[config.mk]
export PLATFORM = sky130hd
export DESIGN_NAME = tile_seq_flat
export DESIGN_NICKNAME = d
export VERILOG_FILES = /design/src/rtl/tile_seq_if.sv /design/src/rtl/tile_seq.sv /design/src/flat_wrapper.sv
export SDC_FILE = /design/constraint.sdc
export NUM_CORES = 2
export LEC_CHECK = 0
export ABC_AREA = 1
export ABC_CLOCK_PERIOD_IN_PS = 4100
export BUFFER_PORTS_ARGS = -buffer_cell sky130_fd_sc_hd__buf_2
export CAP_MARGIN = 25
export CELL_PAD_IN_SITES_DETAIL_PLACEMENT = 0
export CELL_PAD_IN_SITES_GLOBAL_PLACEMENT = 1
export CORE_ASPECT_RATIO = 1.1
export CORE_MARGIN = 3
export CORE_UTILIZATION = 45
export DETAILED_ROUTE_END_ITERATION = 6
export PLACE_DENSITY_LB_ADDON = 0.1
export SLEW_MARGIN = 20
export SYNTH_ARGS = -nofsm -noshare
export SYNTH_HDL_FRONTEND = slang
export SYNTH_SLANG_ARGS = --single-unit
[constraint.sdc]
create_clock -name CLK -period 4.1 [get_ports CLK]
set_input_delay 0.205 -clock CLK [delete_from_list [all_inputs] [get_ports CLK]]
set_output_delay 0.205 -clock CLK [all_outputs]
set_load 0.02 [all_outputs]
[src/rtl/tile_seq_if.sv]
`default_nettype none
// ---------------------------------------------------------------------------
// Module   : tile_seq_if
// Purpose  : Host write port and tile edge bundle for the 8x8 tile sequencer.
//            The master drives operand writes and START. The slave returns
//            status and the skewed row/column edge data.
// Revision : 1.0  initial release
// ---------------------------------------------------------------------------
interface tile_seq_if #(
   parameter int KW = 3
);
   logic          WR_EN;
   logic          WR_SEL;
   logic [2:0]    WR_LANE;
   logic [KW-1:0] WR_K;
   logic [15:0]   WR_DATA;
   logic          START;
   logic          BUSY;
   logic          DONE;
   logic          CLR;
   logic          TILE_EN;
   logic [127:0]  ROW_OUT;
   logic [127:0]  COL_OUT;

   modport master (
      output WR_EN, WR_SEL, WR_LANE, WR_K, WR_DATA, START,
      input  BUSY, DONE, CLR, TILE_EN, ROW_OUT, COL_OUT
   );

   modport slave (
      input  WR_EN, WR_SEL, WR_LANE, WR_K, WR_DATA, START,
      output BUSY, DONE, CLR, TILE_EN, ROW_OUT, COL_OUT
   );
endinterface
`default_nettype wire

[src/rtl/tile_seq.sv]
`default_nettype none
// ---------------------------------------------------------------------------
// Module   : tile_seq
// Purpose  : Buffers an 8xK A operand and a Kx8 B operand, then streams them
//            diagonally skewed into the 8x8 systolic tile edges. Drives the
//            accumulator clear and tile enable, and pulses DONE when the
//            tile results are final.
// Revision : 1.0  initial release
// ---------------------------------------------------------------------------
module tile_seq #(
   parameter int K  = 8,
   parameter int KW = (K > 1) ? $clog2(K) : 1
) (
   input  logic       CLK,
   input  logic       RSTN,
   tile_seq_if.slave  bus
);
   // One run cycle per skew step: K data beats plus 7 row and 7 column skew
   // steps, plus one cycle for the last PE's registered MAC to settle.
   localparam int T  = K + 15;
   localparam int TW = $clog2(T);

   typedef enum logic [1:0] {
      S_IDLE  = 2'd0,
      S_CLEAR = 2'd1,
      S_RUN   = 2'd2,
      S_FIN   = 2'd3
   } state_t;

   state_t          state_q, state_d;
   logic [TW-1:0]   t_q, t_d;
   logic            busy_q, busy_d;
   logic            done_q, done_d;
   logic            clr_q, clr_d;
   logic            en_q, en_d;
   logic [127:0]    row_q, row_d;
   logic [127:0]    col_q, col_d;

   // Operand storage is deliberately not reset; contents survive passes.
   logic [15:0]     a_q [8][K];
   logic [15:0]     b_q [K][8];

   logic            wr_ok;

   // Writes are only taken while idle and for an in-range reduction index.
   assign wr_ok = bus.WR_EN && !busy_q && ({1'b0, bus.WR_K} < (KW+1)'(K));

   // Operand array write port.
   always_ff @(posedge CLK) begin
      if (wr_ok) begin
         if (!bus.WR_SEL) begin
            a_q[bus.WR_LANE][bus.WR_K] <= bus.WR_DATA;
         end else begin
            b_q[bus.WR_K][bus.WR_LANE] <= bus.WR_DATA;
         end
      end
   end

   // Pass sequencing: IDLE -> CLEAR -> RUN (T cycles) -> FIN -> IDLE.
   always_comb begin
      state_d = state_q;
      t_d     = t_q;
      case (state_q)
         S_IDLE: begin
            if (bus.START) begin
               state_d = S_CLEAR;
            end
         end
         S_CLEAR: begin
            state_d = S_RUN;
            t_d     = '0;
         end
         S_RUN: begin
            if (t_q == TW'(T - 1)) begin
               state_d = S_FIN;
            end else begin
               t_d = t_q + 1'b1;
            end
         end
         default: begin
            state_d = S_IDLE;
         end
      endcase
   end

   // Outputs are decoded from the next state so they appear registered in
   // the same cycle as the state they describe.
   always_comb begin
      busy_d = (state_d != S_IDLE);
      clr_d  = (state_d == S_CLEAR);
      en_d   = (state_d == S_RUN);
      done_d = (state_d == S_FIN);
   end

   // Per-lane skew: lane g carries reduction index t-g when it is in range.
   for (genvar gi = 0; gi < 8; gi++) begin : g_lane
      logic signed [TW+1:0] kr;
      logic [15:0]          row_v;
      logic [15:0]          col_v;

      // Select this lane's operand for the upcoming run cycle.
      always_comb begin
         kr    = $signed({2'b00, t_d}) - $signed((TW+2)'(gi));
         row_v = '0;
         col_v = '0;
         if ((state_d == S_RUN) && (kr >= 0) && (kr < $signed((TW+2)'(K)))) begin
            row_v = a_q[gi][kr[KW-1:0]];
            col_v = b_q[kr[KW-1:0]][gi];
         end
      end

      assign row_d[16*gi +: 16] = row_v;
      assign col_d[16*gi +: 16] = col_v;
   end

   // State and registered outputs; reset clears everything immediately.
   always_ff @(posedge CLK or negedge RSTN) begin
      if (!RSTN) begin
         state_q <= S_IDLE;
         t_q     <= '0;
         busy_q  <= 1'b0;
         done_q  <= 1'b0;
         clr_q   <= 1'b0;
         en_q    <= 1'b0;
         row_q   <= '0;
         col_q   <= '0;
      end else begin
         state_q <= state_d;
         t_q     <= t_d;
         busy_q  <= busy_d;
         done_q  <= done_d;
         clr_q   <= clr_d;
         en_q    <= en_d;
         row_q   <= row_d;
         col_q   <= col_d;
      end
   end

   assign bus.BUSY    = busy_q;
   assign bus.DONE    = done_q;
   assign bus.CLR     = clr_q;
   assign bus.TILE_EN = en_q;
   assign bus.ROW_OUT = row_q;
   assign bus.COL_OUT = col_q;

endmodule
`default_nettype wire
[src/flat_wrapper.sv]
// flat-port wrapper written by rule: the top's interface ports become plain ports
module tile_seq_flat 
#(
   parameter int K  = 8,
   parameter int KW = (K > 1) ? $clog2(K) : 1
)
  (CLK, RSTN, bus_WR_EN, bus_WR_SEL, bus_WR_LANE, bus_WR_K, bus_WR_DATA, bus_START, bus_BUSY, bus_DONE, bus_CLR, bus_TILE_EN, bus_ROW_OUT, bus_COL_OUT);
  tile_seq_if #(.KW(KW)) bus_i ();
  input  logic CLK;
  input  logic RSTN;
  input wire logic [$bits(bus_i.WR_EN)-1:0] bus_WR_EN;
  input wire logic [$bits(bus_i.WR_SEL)-1:0] bus_WR_SEL;
  input wire logic [$bits(bus_i.WR_LANE)-1:0] bus_WR_LANE;
  input wire logic [$bits(bus_i.WR_K)-1:0] bus_WR_K;
  input wire logic [$bits(bus_i.WR_DATA)-1:0] bus_WR_DATA;
  input wire logic [$bits(bus_i.START)-1:0] bus_START;
  output wire logic [$bits(bus_i.BUSY)-1:0] bus_BUSY;
  output wire logic [$bits(bus_i.DONE)-1:0] bus_DONE;
  output wire logic [$bits(bus_i.CLR)-1:0] bus_CLR;
  output wire logic [$bits(bus_i.TILE_EN)-1:0] bus_TILE_EN;
  output wire logic [$bits(bus_i.ROW_OUT)-1:0] bus_ROW_OUT;
  output wire logic [$bits(bus_i.COL_OUT)-1:0] bus_COL_OUT;
  assign bus_i.WR_EN = bus_WR_EN;
  assign bus_i.WR_SEL = bus_WR_SEL;
  assign bus_i.WR_LANE = bus_WR_LANE;
  assign bus_i.WR_K = bus_WR_K;
  assign bus_i.WR_DATA = bus_WR_DATA;
  assign bus_i.START = bus_START;
  assign bus_BUSY = bus_i.BUSY;
  assign bus_DONE = bus_i.DONE;
  assign bus_CLR = bus_i.CLR;
  assign bus_TILE_EN = bus_i.TILE_EN;
  assign bus_ROW_OUT = bus_i.ROW_OUT;
  assign bus_COL_OUT = bus_i.COL_OUT;
  tile_seq #(.K(K), .KW(KW)) u_core (.CLK(CLK), .RSTN(RSTN), .bus(bus_i));
endmodule
======== After elaboration in Yosys (flattened, before gate mapping) ========
Memory sizes are Yosys's and may differ from the RTL's.
Index checks and enable logic that the tools add are counted.
word-level totals
  memories ................................ 2
  latch bits .............................. 0
  RAM bits ................................ 2048
  input bits .............................. 27
  word-level logic and storage cells ...... 139
  ROM bits ................................ 0
  flip-flop bits (word level) ............. 267
operators by class
  bitwise operators ....................... 10
  order comparisons ....................... 28
  divide/modulo/power cells ............... 0
  eq/ne operators ......................... 6
  reduce and logical (&&, ||, !) cells .... 22
  shifts and indexed selects .............. 0
  add/sub/neg operators ................... 8
  multiplexer cells ....................... 55
  multipliers ............................. 0
memory list
  name        depth  bits a word  rd ports  clocked after memory_dff  write ports  line            text
  u_core.a_q  8      128          8         0                         1            tile_seq.sv:40  logic [15:0] a_q [8][K];
  u_core.b_q  8      128          8         0                         1            tile_seq.sv:41  logic [15:0] b_q [K][8];
operators by type and width
  kind                   count
  $mux W16               34
  $bmux W16 S3           8
  $mux W128              2
  $demux W16 S3          2
  $ge A6 B1 Y1 const B   7
  $lt A6 B5 Y1 const B   7
  $ge A4 B4 Y1 const B   10
  $not A3 Y4             10
  $sub A5 B3 Y6 const B  4
  $logic_and A1 B1 Y1    19
  $sub A5 B2 Y6 const B  2
  $pmux W5 S2            1
  $lt A4 B1 Y1 const B   2
  $eq A2 B2 Y1 const B   3
  $pmux W2 S3            1
  $sub A5 B1 Y6 const B  1
  $add A5 B1 Y5 const B  1
  $eq A5 B5 Y1 const B   1
  $ge A5 B1 Y1 const B   1
  $lt A5 B4 Y1 const B   1
  $mux W5                1
  $eq A2 B1 Y1 const B   2
  $mux W1                4
  $mux W2                2
  other kinds (3)        3

======== Longest topological paths before layout ========
  depth after elaboration ................. 9
  depth in mapped cells ................... 21
  mapped depth without buffers ............ 17

======== Least setup slack after synthesis ========
No wires, ideal clock.
  path type ............................... register -> register
  start ................................... register u_core.t_q[0]
  end ..................................... register u_core.row_q[89] (netlist: u_core.bus.ROW_OUT[89])
  data required time ...................... 4.029 ns
  stages on the path, launching flop included .. 21
  setup time .............................. 0.071 ns
  path slack .............................. 0.956 ns
  data arrival time ....................... 3.072 ns
  period minus slack after synthesis ...... 3.144 ns
  cells stage by stage .................... dfrtp_1 inv_1 ha_1 nand2_1 inv_2 nand2_4 nand2_2 nand2_4 nand3_4 buf_4 buf_2 buf_2 ha_1 clkbuf_1 inv_1 clkbuf_1 clkbuf_1 o211ai_1 nand3_1 nand2_1 nor2_1
on the way
  cells in the longest elaborated chain, start to end .. 9
  elaborated cells on any way between the ends .. 17
RTL lines
  element                                                line             text
  from (decl)                                            tile_seq.sv:31   logic [TW-1:0] t_q, t_d;
  from (signal assigned)                                 tile_seq.sv:129  t_q <= t_d;
  branches (longest 8 deep; another with $sub A5 B3 Y6)  -
  $mux W16 (*)                                           tile_seq.sv:106  if ((state_d == S_RUN) && (kr >= 0) && (kr < $signed((TW+2)'(K)))) begin
  via u_core.g_lane[5].row_v[9]                          tile_seq.sv:98   logic [15:0] row_v;
  to (signal assigned)                                   tile_seq.sv:134  row_q <= row_d;
  to (decl)                                              tile_seq.sv:36   logic [127:0] row_q, row_d;
Mark *: on every way through the listed nets, which the timed path passes. The select of a mux whose other input is x is not followed.

======== Worst setup path in the final report ========
  start ................................... register u_core.state_q[0]
  end ..................................... register u_core.row_q[69] (netlist: u_core.bus.ROW_OUT[69])
on the way
  elaborated cells on any way between the ends .. 18
RTL lines
  element                                line             text
  from (decl)                            tile_seq.sv:30   state_t state_q, state_d;
  from (signal assigned)                 tile_seq.sv:128  state_q <= state_d;
  $eq A2 B2 Y1 (tied with other cells)   tile_seq.sv:63   case (state_q)
  $pmux W2 S3 (*)                        tile_seq.sv:63
  via u_core.state_d[1]                  tile_seq.sv:30
  $eq A2 B2 Y1 (*)                       tile_seq.sv:106
  $logic_and A1 B1 Y1 (*) (2 in series)  tile_seq.sv:106
  $mux W16 (*)                           tile_seq.sv:106
  via u_core.g_lane[4].row_v[5]          tile_seq.sv:98
The timed path passes the listed nets; every way through them passes the cells marked *. The select of a mux whose other input is x is not followed.

==> summary.md <==
| Metric | Value |
|---|---|
| Number of buffers created by CTS | 231 |
| Leakage power | 41.12 nW |
| Die Area | 207200 um2 |
| Min-delay src | bus_WR_DATA[5] |
| Setup violation total in the final timing report | 0 |
| Area grow syn2layout | 14.83% |
| Critical path arrival | 4.30 ns |
| Cell types occupying the most area after synthesis | sky130_fd_sc_hd__edfxtp_1 68%, sky130_fd_sc_hd__nand2_1 7.9%, sky130_fd_sc_hd__dfrtp_1 7.4% |
| Average size of a mapped cell | 12.11 um2 |
| Initial detailed-routing violation count | 4833 |
| Floorplan row count | 172 |
| Final net count | 7923 |
| Number of max-capacitance violations reported | 0 |
| Fraction of power consumed by the clock network | 0.234 |
| Data required time of the critical path | 4.88 ns |
| Destination of the worst hold path | u_core.a_q[0][117]$_DFFE_PP_ |
| Clock Pin Slew Worst Setup and Hold Paths | 0.06 ns |
| Pin slew with the least headroom to its limit | 1.522 ns |
| FF-to-FF path depth | 12 |
| Switching power | 40.44 mW |
| Portion of the post-synthesis area used by sequential elements | 0.7510 |
| Worst vdd ir | 0.001783 V |
| Number of buffers on the longest clock path | 3 |
| Core Box Area | 200100 um2 |
| Antenna violation net count after detailed routing | 0 |
| Max FO, Critical Path | 17 |
| Number of iterations in the first detailed-routing pass | 6 |
| Sequential share of power | 0.291 |
| Share of total power consumed by net switching | 0.4411 |
| Ratio of routed vias to standard cells | 5.184 |
| Share of Yosys cell area claimed by the top area cell type | 0.6774 |
| Critical Path Start Type | register |
| Maximum clock frequency | 283.5 MHz |
| Status | finished with violations |
| Critical Setup Path Class | register to register |
| Kind of path behind the tightest hold check | primary input to register |
| Clock period minus final worst setup slack | 3.528 ns |
| Post-Route Setup TNS | 0 ns |
| Global-route wire length before repair | 363.6 mm |
| IO buf count | 286 |
| Count of cells resized by post-cts repair | 0 |
| Final worst path period share | 0.8604 |
| Die extent in x | 434.2 um |
| Violated checks | max-slew violations |
| Height of the die | 477.1 um |
| Number of global-route vias before repair | 53600 |
| Most used flip-flop cell after synthesis | sky130_fd_sc_hd__edfxtp_1 |
| Internal reg-to-reg setup slack | 0.57 ns |
| Largest incremental delay on the critical path | 0.59 ns |
| Crit path max-delay cell type | sky130_fd_sc_hd__nand3_2 |
| Clock tree from TritonCTS | yes |
| Post-detailed-route wirelength per cell | 23.16 um |
| Power per cell area | 879.5 nW/um2 |
| Total overflow reported by the global router | 0 |
| Asr flop ratio synth | 0.1153 |
| Number of library cell types mapped by synthesis | 34 |
| Worst setup skew after layout | 0.04110 ns |
| Total internal power | 51.24 mW |
| Cells traversed along the worst timing path | inv_1, ha_1, nand2_1, a21oi_1, nand2_1, nand2_2, inv_2, ha_1, a21oi_1, nand3_2, buf_12, nor2_1 |
| Logic gate share of total power | 0.475 |
| Synthesized netlist net count | 7539 |
| Total design power | 91.68 mW |
| Starting Density | 0.4536 |
| Max-slew violation total from the final report | 32 |
| Final GP Congestion | 0.7811 |
| Largest net degree at the start of global routing | 213 |
| H-tree levels | 4 |
| Clock latency of the later-clocked register in the worst-skew pair | 0.87 ns |
| RR Startpoint | u_core.state_q[0]$_DFF_PN0_ |
| Worst flop-to-flop path endpoint | u_core.bus.ROW_OUT[69]$_DFF_PN0_ |
| Clk root buf | sky130_fd_sc_hd__clkbuf_16 |
| HPWL reported at the end of detailed placement | 133.6 mm |
| Headroom to the max-slew limit | -0.01478 |
| Library cell occupying the most area in the post-synthesis netlist | sky130_fd_sc_hd__edfxtp_1 |
| Netlist Area Pre-Place | 90780 um2 |
| Synth warnings | 0 |
| Final hold violation count | 0 |
| Total Routing Usage GR | 0.2380 |
| Total DRC errors in the routed layout | 0 |
| Unrepaired setup endpoints after global routing | false |
| Number of storage elements in the synthesis netlist | 2315 |
| Vias after detailed routing | 55500 |
| Number of sinks driven by the clock tree | 2315 |
| Share of final-layout standard cells stronger than drive strength 1 | 0.1220 |
| Number of ports placed on the die boundary | 287 |
| Number of flops mapped to enable cells by yosys | 2048 |
| Critical Path Sink Type | register |
| DRT Wirelength | 248.0 mm |
| Gate count of the mapped netlist | 7499 |
| Number of antenna violations at the first check in global routing | 21 |
| Hold Path Stages | 1 |
cells in the final DEF, fill, tap and decap left out, types with 19 or more instances in the layout:
master	instances
sky130_fd_sc_hd__inv_1	788
sky130_fd_sc_hd__nor2_1	450
sky130_fd_sc_hd__o211ai_1	101
sky130_fd_sc_hd__o21ai_0	95
sky130_fd_sc_hd__buf_12	46
sky130_fd_sc_hd__nor2_2	43
sky130_fd_sc_hd__nand4_1	73
sky130_fd_sc_hd__dlygate4sd3_1	19
sky130_fd_sc_hd__bufinv_16	19
sky130_fd_sc_hd__o21ai_1	80
sky130_fd_sc_hd__buf_2	269
sky130_fd_sc_hd__nand3_1	1018
sky130_fd_sc_hd__clkbuf_16	239
sky130_fd_sc_hd__nand2_1	1896
sky130_fd_sc_hd__nand3_2	32
sky130_fd_sc_hd__dfrtp_1	267
sky130_fd_sc_hd__edfxtp_1	2048
sky130_fd_sc_hd__clkinv_1	26
sky130_fd_sc_hd__clkbuf_8	34
sky130_fd_sc_hd__buf_4	203
sky130_fd_sc_hd__clkinv_2	39
sky130_fd_sc_hd__clkbuf_1	65
sky130_fd_sc_hd__a21oi_1	143
power by group through the flow:
| stage | Clock, mW | Combinational [mW] | Sequential, mW |
|---|---|---|---|
| detailed placement | 0 | 44.0 | 27.2 |
| floorplan | 0 | 29.0 | 27.5 |
| global route | 22.9 | 48.6 | 26.7 |
| CTS | 21.9 | 44.1 | 26.7 |
| finish | 21.4 | 43.5 | 26.7 |
| global placement | 0 | 43.9 | 27.2 |
Yosys cell counts (16+ instances only):
library cell and instances:
sky130_fd_sc_hd__clkbuf_1 99, sky130_fd_sc_hd__nand2_1 1899, sky130_fd_sc_hd__nor3_1 17, sky130_fd_sc_hd__buf_1 16, sky130_fd_sc_hd__edfxtp_1 2048, sky130_fd_sc_hd__nor2_1 487, sky130_fd_sc_hd__dfrtp_1 267, sky130_fd_sc_hd__nand3_1 1019
sky130_fd_sc_hd__o21ai_0 95, sky130_fd_sc_hd__o211ai_1 101, sky130_fd_sc_hd__a21oi_1 143, sky130_fd_sc_hd__inv_1 789, sky130_fd_sc_hd__o21ai_1 80, sky130_fd_sc_hd__nand3_2 31, sky130_fd_sc_hd__buf_2 264, sky130_fd_sc_hd__nand4_1 73
per-layer routing:
metal | GRT usage | wire, um | up-vias
li1 | - | - | 26260
met1 | 0.3375 | 110100 | 27510
met2 | 0.3878 | 119400 | 1428
met3 | 0.03199 | 12680 | 313
met4 | 0.06332 | 5736 | 0
met5 | 0 | 0 | -
final cells by class:
| cell class | count | area, um2 |
|---|---|---|
| Timing Repair Buffer | 541 | 4050 |
| Antenna cell | 10 | 25.02 |
| Multi-Input combinational cell | 3990 | 17900 |
| Inverter | 804 | 3040 |
| Clock buffer | 338 | 6693 |
| Clock inverter | 99 | 1085 |
| Fill cell | 17330 | 95900 |
| Tap cell | 2610 | 3266 |
| Sequential cell | 2315 | 68180 |
how the worst max path moves through the flow:
| stage | from | to | slack (ns) | cells past startpoint |
|---|---|---|---|---|
| 2_1_floorplan | u_core.t_q[0]$_DFF_PN0_ | u_core.bus.ROW_OUT[89]$_DFF_PN0_ | 0.96 | 20 |
| 3_3_place_gp | u_core.state_q[0]$_DFF_PN0_ | u_core.bus.ROW_OUT[75]$_DFF_PN0_ | 0.62 | 12 |
| 3_5_place_dp | u_core.state_q[0]$_DFF_PN0_ | u_core.bus.ROW_OUT[74]$_DFF_PN0_ | 0.61 | 12 |
| 4_1_cts | u_core.state_q[0]$_DFF_PN0_ | u_core.bus.ROW_OUT[74]$_DFF_PN0_ | 0.59 | 12 |
| 5_1_grt | u_core.state_q[0]$_DFF_PN0_ | u_core.bus.ROW_OUT[74]$_DFF_PN0_ | 0.39 | 12 |
| 6_report | u_core.state_q[0]$_DFF_PN0_ | u_core.bus.ROW_OUT[69]$_DFF_PN0_ | 0.57 | 12 |
flip-flops by register name, indices dropped and copies added, names as in the netlist:
name,count
u_core.bus.CLR,1
u_core.b_q,1024
u_core.bus.BUSY,1
u_core.bus.ROW_OUT,128
u_core.bus.DONE,1
u_core.a_q,1024
u_core.bus.TILE_EN,1
u_core.t_q,5
u_core.bus.COL_OUT,128
u_core.state_q,2
cell families (layout without fill, tap and decap cells):
| group | Yosys count | in the layout | share of synthesized area |
|---|---|---|---|
| and+or+nand+nor | 3549 | 3549 | 0.1665 |
| adders and majority gates | 13 | 13 | 0.001792 |
| DFF | 2315 | 2315 | 0.7510 |
| xor gates and xnor gates | 6 | 6 | 0.0006617 |
| other | 0 | 10 | 0 |
| AOI/OAI and AO/OA | 422 | 422 | 0.02626 |
| buffers and inverters | 1194 | 1782 | 0.05379 |
through the flow:
step             util  cell area [um2]  hold WS, ns  std cells  setup WS (ns)
4_1_cts        0.5206           104200     0.005693      10700         0.5926
2_1_floorplan       -            90780     -0.09059       7499         0.9561
3_3_place_gp   0.4806            96180       0.2596      10240         0.6220
6_report       0.5208           104200      0.03667      10710         0.5724
3_5_place_dp   0.4806            96200       0.2671      10240         0.6064
5_1_grt        0.5208           104200      0.03347      10700         0.3914
critical path, delay by kind of cell, from the launching register on:
family	cells	cell delay, ns
AOI/OAI and AO/OA	2	0.32
adders and majority gates	2	0.88
buffers and inverters	3	0.65
DFF	1	0.36
and+or+nand+nor	5	1.21
what timing repair did:
item,CTS,global route
endpoints found under the hold margin,697,0
hold buffers,20,0
buffers inserted,0,0
No activity file was read; power rests on OpenSTA's default activity.
